==> src/rtl/lift_row_ctrl.sv <==
// Row sequencer for the 5/3 lifting predict step: streams a row out of a sync-read line
// buffer, issues (s[i-1], s[i], s[i+1]) triples for odd i and writes each detail back in place.
module lift_row_ctrl #(
  parameter int DW     = 10,
  parameter int AW     = 9,
  parameter int DP_LAT = 1
) (
  input  logic          clk,
  input  logic          rst,
  input  logic          start,
  input  logic [AW:0]   row_len,
  output logic          busy,
  output logic          done,
  output logic          err,
  output logic          rd_en,
  output logic [AW-1:0] rd_addr,
  input  logic [DW-1:0] rd_data,
  output logic [DW-1:0] dp_x2,
  output logic [DW-1:0] dp_x3,
  output logic [DW-1:0] dp_x4,
  output logic          dp_vld,
  input  logic [DW-1:0] dp_d,
  output logic          wr_en,
  output logic [AW-1:0] wr_addr,
  output logic [DW-1:0] wr_data
);

  typedef enum logic [1:0] {S_IDLE, S_STREAM, S_DRAIN, S_DONE} state_t;

  localparam logic [AW:0] MAX_LEN = {1'b1, {AW{1'b0}}};

  state_t        r_state;
  logic          r_busy, r_done, r_err;
  logic          r_rd_en;
  logic [AW-1:0] r_rd_addr;
  logic [AW-1:0] r_lm1;
  logic [AW-1:0] r_last;

  logic          r_rv;
  logic [AW-1:0] r_ra;
  logic [DW-1:0] r_even;

  logic          r_vld;
  logic          r_ext;
  logic [DW-1:0] r_x2, r_x3, r_x4_hold;
  logic [AW-1:0] r_iaddr;

  logic [DP_LAT-1:0] r_wr_vld_p;
  logic [AW-1:0]     r_wr_addr_p [DP_LAT];

  logic          w_len_ok;
  logic [AW-1:0] w_lm1;
  logic [AW-1:0] w_last;
  logic [DW-1:0] w_x4;

  assign w_len_ok = (row_len >= (AW+1)'(2)) && (row_len <= MAX_LEN);
  assign w_lm1    = row_len[AW-1:0] - AW'(1);
  assign w_last   = w_lm1[0] ? w_lm1 : (w_lm1 - AW'(1));

  // The right neighbour lands on rd_data in the issue cycle itself, so it is forwarded
  // combinationally; at the end of an even-length row it mirrors the left neighbour.
  assign w_x4 = r_vld ? (r_ext ? r_x2 : rd_data) : r_x4_hold;

  assign busy    = r_busy;
  assign done    = r_done;
  assign err     = r_err;
  assign rd_en   = r_rd_en;
  assign rd_addr = r_rd_addr;
  assign dp_x2   = r_x2;
  assign dp_x3   = r_x3;
  assign dp_x4   = w_x4;
  assign dp_vld  = r_vld;
  assign wr_en   = r_wr_vld_p[DP_LAT-1];
  assign wr_addr = r_wr_addr_p[DP_LAT-1];
  assign wr_data = r_wr_vld_p[DP_LAT-1] ? dp_d : '0;

  always_ff @(posedge clk or posedge rst) begin
    if (rst) begin
      r_state    <= S_IDLE;
      r_busy     <= 1'b0;
      r_done     <= 1'b0;
      r_err      <= 1'b0;
      r_rd_en    <= 1'b0;
      r_rd_addr  <= '0;
      r_lm1      <= '0;
      r_last     <= '0;
      r_rv       <= 1'b0;
      r_ra       <= '0;
      r_even     <= '0;
      r_vld      <= 1'b0;
      r_ext      <= 1'b0;
      r_x2       <= '0;
      r_x3       <= '0;
      r_x4_hold  <= '0;
      r_iaddr    <= '0;
      r_wr_vld_p <= '0;
      for (int j = 0; j < DP_LAT; j++) r_wr_addr_p[j] <= '0;
    end else begin
      // read return: rd_data carries s[r_ra] while r_rv is set
      r_rv <= r_rd_en;
      r_ra <= r_rd_addr;

      // issue: odd sample arriving now completes a triple (x4 follows next cycle)
      r_vld <= 1'b0;
      if (r_vld) r_x4_hold <= w_x4;
      if (r_rv) begin
        if (!r_ra[0]) begin
          r_even <= rd_data;
        end else begin
          r_vld   <= 1'b1;
          r_x2    <= r_even;
          r_x3    <= rd_data;
          r_ext   <= (r_ra == r_lm1);
          r_iaddr <= r_ra;
        end
      end

      // write-back: valid and address ride alongside the datapath latency
      r_wr_vld_p[0]  <= r_vld;
      r_wr_addr_p[0] <= r_iaddr;
      for (int j = 1; j < DP_LAT; j++) begin
        r_wr_vld_p[j]  <= r_wr_vld_p[j-1];
        r_wr_addr_p[j] <= r_wr_addr_p[j-1];
      end

      // sequencing
      r_done <= 1'b0;
      r_err  <= 1'b0;
      case (r_state)
        S_IDLE: begin
          if (start) begin
            if (w_len_ok) begin
              r_state   <= S_STREAM;
              r_busy    <= 1'b1;
              r_rd_en   <= 1'b1;
              r_rd_addr <= '0;
              r_lm1     <= w_lm1;
              r_last    <= w_last;
            end else begin
              r_state <= S_DONE;
              r_done  <= 1'b1;
              r_err   <= 1'b1;
            end
          end
        end
        S_STREAM: begin
          if (r_rd_addr == r_lm1) begin
            r_rd_en   <= 1'b0;
            r_rd_addr <= '0;
            r_state   <= S_DRAIN;
          end else begin
            r_rd_addr <= r_rd_addr + AW'(1);
          end
        end
        S_DRAIN: begin
          if (r_wr_vld_p[DP_LAT-1] && (r_wr_addr_p[DP_LAT-1] == r_last)) begin
            r_state <= S_DONE;
            r_done  <= 1'b1;
          end
        end
        S_DONE: begin
          r_state <= S_IDLE;
          r_busy  <= 1'b0;
        end
        default: r_state <= S_IDLE;
      endcase
    end
  end

endmodule

==> config.mk <==
export PLATFORM = sky130hd
export DESIGN_NAME = lift_row_ctrl
export DESIGN_NICKNAME = d
export VERILOG_FILES = /design/src/rtl/lift_row_ctrl.sv
export SDC_FILE = /design/constraint.sdc
export NUM_CORES = 1
export LEC_CHECK = 0
export CORE_AREA = 5 5 114 116
export DETAILED_ROUTE_END_ITERATION = 8
export DIE_AREA = 0 0 119 121
export PLACE_DENSITY = 0.72
export SKIP_CTS_REPAIR_TIMING = 1
export SYNTH_ARGS = -nofsm -noshare
export SYNTH_HDL_FRONTEND = slang
export SYNTH_SLANG_ARGS = --single-unit
export TNS_END_PERCENT = 30
==> constraint.sdc <==
create_clock -name clk -period 6.2 [get_ports clk]
set_clock_uncertainty 0.05 [all_clocks]
set_input_delay 1.24 -clock clk [delete_from_list [all_inputs] [get_ports clk]]
set_output_delay 1.24 -clock clk [all_outputs]
set_load 0.02 [all_outputs]
# == After elaboration in Yosys (flattened, before gate mapping) ==
# Index checks and enable logic that the tools add are counted.
# W data, S select, Z words.
# totals
register_bits,104
wordCells,72
out_inout_bits,64
input_bits,33
# op_classes
order_cmp,2
muxes,25
eq_ne,10
add_sub_neg,3
n_reduce_logical,12
n_bitwise,1
# op_table
cell,n
$mux W9,4
$mux W10,3
$eq A9 B9 Y1,3
$pmux W9 S2,1
$sub A9 B1 Y9 const B,2
$reduce_and A3 Y1,4
$ge A10 B2 Y1 const B,1
$le A10 B10 Y1 const B,1
$add A9 B1 Y9 const B,1
$mux W1,9
$mux W2,4
$ne A2 B2 Y1 const B,4
$pmux W2 S4,1
$pmux W1 S2,3
$eq A2 B2 Y1 const B,2
$reduce_and A2 Y1,2
$reduce_and A4 Y1,1
$reduce_bool A2 Y1,2
$eq A2 B1 Y1 const B,1
$logic_and A1 B1 Y1,2
$logic_not A2 Y1,1
$not A1 Y1,1

# == Longest topological paths before layout ==
# Gate-level depths: netlist of the first run.
# logic_depth
ltp_word,5
ltp_mapped,9
depth_no_buf,7

# == Least setup slack after synthesis of the first run ==
# Ideal clock, no wire load.
# synth_timing
kind,input to register
start,input row_len[4]
end,register r_rd_addr[2] (netlist: rd_addr[2])
path_slack_ns,3.206
required_time_ns,6.029
path_stages,7
t_arrival_ns,2.823
cell_sequence,clkbuf_1 -> or4b_4 -> o31ai_4 -> a22oi_2 -> buf_4 -> o21bai_1 -> a22o_1
# synth_between
elab_chain_len,4
word_cells_on_any_way,5
cone_classes,2 x order compare; 1 x eq/ne; 2 x reduce/logical
# synth_lines
element,line,rtl
"start, declared",11,"input logic [AW:0] row_len,"
$ge A10 B2 Y1 or $le A10 B10 Y1 (tied branches),56,assign w_len_ok = (row_len >= (AW+1)'(2)) && (row_len <= MAX_LEN);
$logic_and A1 B1 Y1 *,56,
$ne A2 B2 Y1 (no source line) *,n/a,
$reduce_and A3 Y1 (no source line) *,n/a,
"end signal, assigned",152,r_rd_addr <= r_rd_addr + AW'(1);
"end, declared",35,logic [AW-1:0] r_rd_addr;
# Every way passes the cells marked *; elsewhere a longest branch is shown, timed or not.
# A chain may end at the register's enable or synchronous reset.

# == Worst setup path in the final report of the first run ==
# layout_timing
start,input rd_data[7]
end,output dp_x4[7]
# layout_between
elab_chain_len,2
# layout_lines
element,line,rtl
"start, declared",17,"input logic [DW-1:0] rd_data,"
$mux W10 (2 in a row),62,assign w_x4 = r_vld ? (r_ext ? r_x2 : rd_data) : r_x4_hold;
"end, declared",20,"output logic [DW-1:0] dp_x4,"
# Every way passes these cells.

==> summary.md, run 1 <==
| Metric | Value |
|---|---|
| Initial DRT Pass Iterations | 5 |
| Post-synthesis mux area share | 12.27% |
| Setup TNS | 0 ns |
| First-pass GRT wire length | 17060 um |
| PnR worst setup slack | 2.201 ns |
| Post-route clock period utilization | 64.50% |
| Outcome | completed |
| Detailed placement HPWL | 7641 um |
| Core Region | 11810 um2 |
| Layout cells sized above 1 | 13.39% |
| Detail Route Antenna Nets | 0 |
| R2r startpoint | r_state[0] |
| Post-Synth Simple-Gate Area | 9.745% |
| Area growth from synthesis to layout | 29.88% |
| P per Cell Area | 475.3 nW/um2 |
| DR vias/cell | 5.014 |
| Syn nets | 439 |
| Yosys reg bits | 104 |
| Vias post-DR | 3209 |
| Initial detailed-routing violation count | 184 |
| Clk slew on worst S/H paths | 0.06 ns |
| CP max stage delay | 0.64 ns |
| VDD IR max | 0.0001714 V |
| Synth area leaders | dfrtp_1, mux2_2, xor2_1, xnor2_1, nand2_1 |
| Slew Viols, Final | 0 |
| Post-Synth Adder-Cell Area | 2.631% |
| HP Class | register to register |
| YS warnings | 0 |
| FF-to-FF setup slack | 3.73 ns |
| Most used cell, CP | clkdlybuf4s50_1 |
| Final Critical Period | 3.999 ns |
| Data arrival time of the critical path | 2.71 ns |
| # diodes | 0 |
| CTS sink count | 104 |
| CTS tree | built |
| Crit path kind | primary input to output pin |
| Relative slew margins | 31.76% |
| CP max stage cell | clkdlybuf4s50_1 |
| Share of the synthesized area in the top cell type | 55.84% |
| Syn avg cell area | 11.74 um2 |
| Max-cap violations | 0 |
| RR Endpoint | r_lm1[3] |
| CP endpoint kind | output pin |
| # setup viols final | 0 |
| GRT Util Overall | 14.70% |
| Initial core utilization | 39.46% |
| Fmax | 250.1 MHz |
| Die Wd | 119 um |
| Synth cell types | 42 |
| Synth async-reset ratio | 100.0% |
| WHS Path Cells | 0 |
| Largest area contributor in the netlist | dfrtp_1 |
| Placer Congestion | 0.8466 |
| Post-Synth XOR/XNOR Area | 7.517% |
| Die area | 14400 um2 |
| Worst-Margin Slew | 1.021 ns |
| Min-delay src | r_iaddr[8] |
| Synthesized area | 4661 um2 |
| Largest family of logic cells by synthesized area | multiplexers |
| Pre-CTS WS | 2.151 ns |
| CP Data Required Time | 4.91 ns |
| Final hold vios | 0 |
| Compound-gate portion of the synthesized area | 9.396% |
| Rows | 40 |
| Vias in the first global route | 3272 |
| Synth Flop Type | dfrtp_1 |
| Worst-Skew Late Latency | 0.34 ns |
| CTS Buffer Depth | 2 |
| WL final | 10250 um |
| Die H | 121 um |
| Synthesized instance count | 397 |
| H-tree levels | 3 |
| Total power | 2.877 mW |
| Worst-path cell chain | clkdlybuf4s50_1, mux2i_1, a21oi_1, clkdlybuf4s50_1 |
| Critical Path Start Type | primary input |
| Leak Pwr | 2.586 nW |
| CTS buffer count | 9 |
| RSZ-0062 raised after global routing | false |
| IO Port Bufs | 96 |
| Pin count of the biggest net entering global routing | 65 |
| Aggregate global routing overflow | 0 |
| Seq/Total Area, Yosys | 55.84% |
| CTS root buffer | clkbuf_16 |
| I/O pins | 97 |
| # nets final | 530 |
| End of the worst hold path | wr_addr[8] |
| WL/cell | 16.01 um |
| Post-synth EDFFs | 0 |
| Worst reg2reg path depth | 6 |
| DRC | 0 |
| CP Max Fanout | 3 |
| Antenna violations before repair | 0 |
==> registers in the layout (all words and copies together) (netlist names), 9 cells and up <==
| register | flops |
|---|---|
| r_lm1 | 9 |
| dp_x3 | 10 |
| r_last | 9 |
| dp_x2 | 10 |
| r_iaddr | 9 |
| r_even | 10 |
| r_ra | 9 |
| r_x4_hold | 10 |
| wr_addr | 9 |
| rd_addr | 9 |
==> critical path, delay by kind of cell <==
| kind | cells | cell delay (ns) |
|---|---|---|
| compound gates | 1 | 0.20 |
| buf+inv | 2 | 1.15 |
| mux | 1 | 0.11 |
==> power by group <==
part           internal [mW]  total [mW]  leakage, nW  switching [mW]
sequential             0.926        1.13         1.29           0.207
combinational          0.591        1.17         1.15           0.574
clock                  0.326       0.578        0.145           0.252
total                   1.84        2.88         2.59            1.03
==> cell type report <==
class                   instances  area (um2)
repair buffers                 98       975.9
clock inverters                 6       67.56
fillers                      1037        5758
clock buffers                  10       239.0
multi-input cells             263        1937
well taps                     147       183.9
inverters                      12       47.55
flip-flops and latches        104        2603
==> how the worst max path moves through the flow <==
stage | endpoint | depth (start not counted) | slack [ns] | from
finish | dp_x4[7] | 4 | 2.20 | rd_data[7]
global route | dp_x4[6] | 4 | 2.10 | rd_data[6]
CTS | dp_x4[7] | 4 | 2.18 | rd_data[7]
detailed placement | r_lm1[3] | 7 | 2.15 | row_len[0]
global placement | dp_x4[7] | 4 | 2.19 | rd_data[7]
floorplan | busy | 1 | 2.18 | rst
==> layer usage <==
layer,routed length (um),global-route usage [%]
met5,0,0
met4,134,4.634
met3,403,3.497
met2,4850,23.07
met1,4859,20.17
==> cells by family after synthesis <==
family | after synthesis
compound gates | 68
xor+xnor | 40
fa+ha+maj | 10
buf+inv | 30
flops | 104
mux | 52
simple gates | 93
==> stage by stage <==
stage	hold WS (ns)	area, um2	std cells	util (%)
6_report	0.3239	6053	640	51.25
5_1_grt	0.3497	6053	640	51.25
4_1_cts	0.3249	6053	640	51.25
3_5_place_dp	0.3102	5747	624	48.65
3_3_place_gp	0.3085	5747	624	48.65
2_1_floorplan	0.2956	4661	397	-
==> placed cells by master, fill, tap and decap left out, types with 4 or more instances in the layout <==
cell type        instances
a21oi_1                 23
a22o_1                   5
and2_1                  11
clkbuf_16                9
clkdlybuf4s50_1         96
dfrtp_1                104
ha_1                     9
inv_1                   11
mux2_2                  41
mux2i_1                 11
nand2_1                 31
nand3_1                  6
nor2_1                  18
nor3_1                   4
nor4_1                   7
o211ai_1                 4
o21ai_0                 17
xnor2_1                 19
xor2_1                  21
==> synth_stat cells (2+ instances only) <==
| master | instances |
|---|---|
| a21o_1 | 3 |
| a21oi_1 | 23 |
| a22o_1 | 5 |
| a31oi_1 | 2 |
| and2_1 | 11 |
| buf_1 | 4 |
| buf_2 | 4 |
| clkbuf_1 | 9 |
| dfrtp_1 | 104 |
| ha_1 | 9 |
| inv_1 | 12 |
| mux2_2 | 41 |
| mux2i_1 | 11 |
| nand2_1 | 31 |
| nand2b_1 | 3 |
| nand3_1 | 6 |
| nand4_1 | 3 |
| nor2_1 | 18 |
| nor2b_1 | 3 |
| nor3_1 | 4 |
| nor4_1 | 7 |
| o211ai_1 | 4 |
| o21ai_0 | 17 |
| o22ai_1 | 3 |
| o31ai_1 | 2 |
| or2_2 | 2 |
| or3_1 | 3 |
| xnor2_1 | 19 |
| xor2_1 | 21 |
Note: power is estimated with default switching activity, not from simulation.
==> run 2, diff against run 1 <==
PLACE_DENSITY = 0.75   (was 0.72)
clock period = 3.57 ns   (was 6.2 ns; I/O delays follow)
==> run 2 against run 1 <==
Setup slack got worse by 1.7 ns; via count rose by 2.3%; sequential share of layout area shrank 0.29 points; clock power rose by 73%; first-iteration DRC count grew 5.4%; sequential cell count stayed put; core utilization is 0.35 points higher; register-to-register slack worse by 2.4 ns; sequential power rose by 74%; largest cell class unchanged.
==> summary.md, run 2 (synthesis results as in run 1) <==
| Metric | Value |
|---|---|
| RSZ-0062 raised after global routing | false (unchanged) |
| CTS Buffer Depth | 2 (unchanged) |
| Placer Congestion | 0.8259 (was 0.8466) |
| P per Cell Area | 825.4 nW/um2 (was 475.3 nW/um2) |
| Slew Viols, Final | 0 (unchanged) |
| First-pass GRT wire length | 17780 um (was 17060 um) |
| Crit path kind | register to output pin (was primary input to output pin) |
| Initial DRT Pass Iterations | 4 (was 5) |
| Final non-filler cell total | 644 (was 640) |
| Outcome | completed (unchanged) |
| Net Sw Power | 1.819 mW (was 1.034 mW) |
| Most common cell after layout, fill and taps aside | dfrtp_1 (unchanged) |
| Initial detailed-routing violation count | 194 (was 184) |
| Area growth from synthesis to layout | 30.77% (was 29.88%) |
| CP Data Required Time | 2.81 ns (was 4.91 ns) |
| CP max stage delay | 0.95 ns (was 0.64 ns) |
| Final hold vios | 0 (unchanged) |
| Setup TNS | 0 ns (unchanged) |
| Vias in the first global route | 3438 (was 3272) |
| WL/cell | 16.82 um (was 16.01 um) |
| Data arrival time of the critical path | 2.28 ns (was 2.71 ns) |
| Internal power | 3.212 mW (was 1.843 mW) |
| I/O pins | 97 (unchanged) |
| Pin count of the biggest net entering global routing | 55 (was 65) |
| Most frequent cells in the layout | dfrtp_1, clkdlybuf4s50_1, mux2_2, nand2_1, a21oi_1 (unchanged) |
| Relative slew margins | 37.13% (was 31.76%) |
| WL final | 10830 um (was 10250 um) |
| Post-route clock period utilization | 85.31% |
| Vias post-DR | 3283 (was 3209) |
| VDD IR max | 0.0003004 V (was 0.0001714 V) |
| # setup viols final | 0 (unchanged) |
| Worst-Skew Late Latency | 0.34 ns (about the same) |
| # diodes | 0 (unchanged) |
| Fmax | 328.3 MHz |
| Share of power burned in registers | 39.2% (was 39.4%) |
| IO Port Bufs | 96 (unchanged) |
| Layout cells sized above 1 | 13.88% (was 13.39%) |
| Worst-Margin Slew | 0.9412 ns (was 1.021 ns) |
| Die area | 14400 um2 (unchanged) |
| CTS buffer count | 9 (unchanged) |
| Clock power frac | 19.9% (was 20.1%) |
| Antenna violations before repair | 0 (unchanged) |
| Dpl cells | 628 (was 624) |
| Die Wd | 119 um (unchanged) |
| Aggregate global routing overflow | 0 (unchanged) |
| Detailed placement HPWL | 7907 um (was 7641 um) |
| Detail Route Antenna Nets | 0 (unchanged) |
| Clk slew on worst S/H paths | 0.06 ns (about the same) |
| CP Max Fanout | 32 (was 3) |
| GRT Util Overall | 15.36% (was 14.70%) |
| DRC | 0 (unchanged) |
| Max-cap violations | 0 (unchanged) |
| H-tree levels | 3 (unchanged) |
| CTS root buffer | clkbuf_16 (unchanged) |
| Critical Path Start Type | register (was primary input) |
| Initial core utilization | 39.46% (unchanged) |
| Die H | 121 um (unchanged) |
| CTS tree | built (unchanged) |
| Worst-path cell chain | nor2_1, a21oi_1, clkdlybuf4s50_1 (was clkdlybuf4s50_1, mux2i_1, a21oi_1, clkdlybuf4s50_1) |
| Logic gate share of total power | 40.9% (was 40.5%) |
| Leak Pwr | 2.607 nW (was 2.586 nW) |
| Core Region | 11810 um2 (unchanged) |
| Total power | 5.030 mW (was 2.877 mW) |
| Final Critical Period | 3.046 ns |
| CTS sink count | 104 (unchanged) |
| CP endpoint kind | output pin (unchanged) |
| DR vias/cell | 5.098 (was 5.014) |
| Switching Fraction | 36.15% (was 35.93%) |
| # nets final | 534 (was 530) |
| CP max stage cell | dfrtp_1 (was clkdlybuf4s50_1) |
| Rows | 40 (unchanged) |
| HP Class | register to register (unchanged) |
## run 2: cell count changes in the layout (fill, tap and decap cells not counted), sizes merged
cell,delta
clkbuf,+1
clkinv,-2
buf,+4
inv,+1
## run 2: path summary, 6_finish.rpt
kind                                 start           end  slack (ns)  depth (start not counted)
max in group asynchronous              rst    r_iaddr[8]        2.01                          3
worst min register to register  r_iaddr[6]    wr_addr[6]        0.32                          0
min in group asynchronous              rst  r_x4_hold[2]        0.76                          2
worst min-delay path            r_iaddr[6]    wr_addr[6]        0.32                          0
worst max-delay path                dp_vld      dp_x4[9]        0.52                          3
worst max register to register  r_state[1]      r_lm1[6]        1.36                          8
## run 2: power by group through the flow
| stage | clock network, mW | registers (mW) | logic (mW) |
|---|---|---|---|
| after CTS | 1.03 | 1.98 | 2.08 |
| after detailed placement | 0 | 1.99 | 2.07 |
| after floorplan | 0 | 2.10 | 1.08 |
| after global placement | 0 | 1.97 | 2.01 |
| final | 0.999 | 1.97 | 2.06 |
| after global routing | 1.07 | 2.04 | 2.22 |
## run 2: layout make-up
type                       count  area [um2]
clock inverter                 5       62.56
sequential                   104        2603
clock buffer                  11       242.7
fill                        1014        5717
inverter                      12       47.55
timing repair buffer         102        1018
multi-input combinational    263        1937
tap                          147       183.9
## run 2: critical path: cells and delay by family, from the launching register on
family	cells	cell delay (ns)
AO/OA/AOI/OAI	1	0.21
flip-flops	1	0.95
buffers and inverters	1	0.64
AND/OR/NAND/NOR	1	0.15
## run 2: routing by layer
layer  vias to the layer above  share of wire, %  track usage [%]
li1                       1570                 -                -
met1                      1605                43            19.27
met2                        95                50            26.17
met3                        13               5.3            3.263
met4                         0               1.7            5.576
met5                         -                 0                0
## run 2: metrics by stage
step	util [%]	hold WS, ns	worst slack (ns)	cell area [um2]
6_report	51.60	0.3225	0.5244	6095
5_1_grt	51.60	0.3408	0.3206	6095
4_1_cts	51.60	0.3258	0.4609	6095
3_5_place_dp	49.01	0.3107	0.2744	5789
3_3_place_gp	49.01	0.3080	0.3717	5789
2_1_floorplan	-	0.2956	0.07381	4661
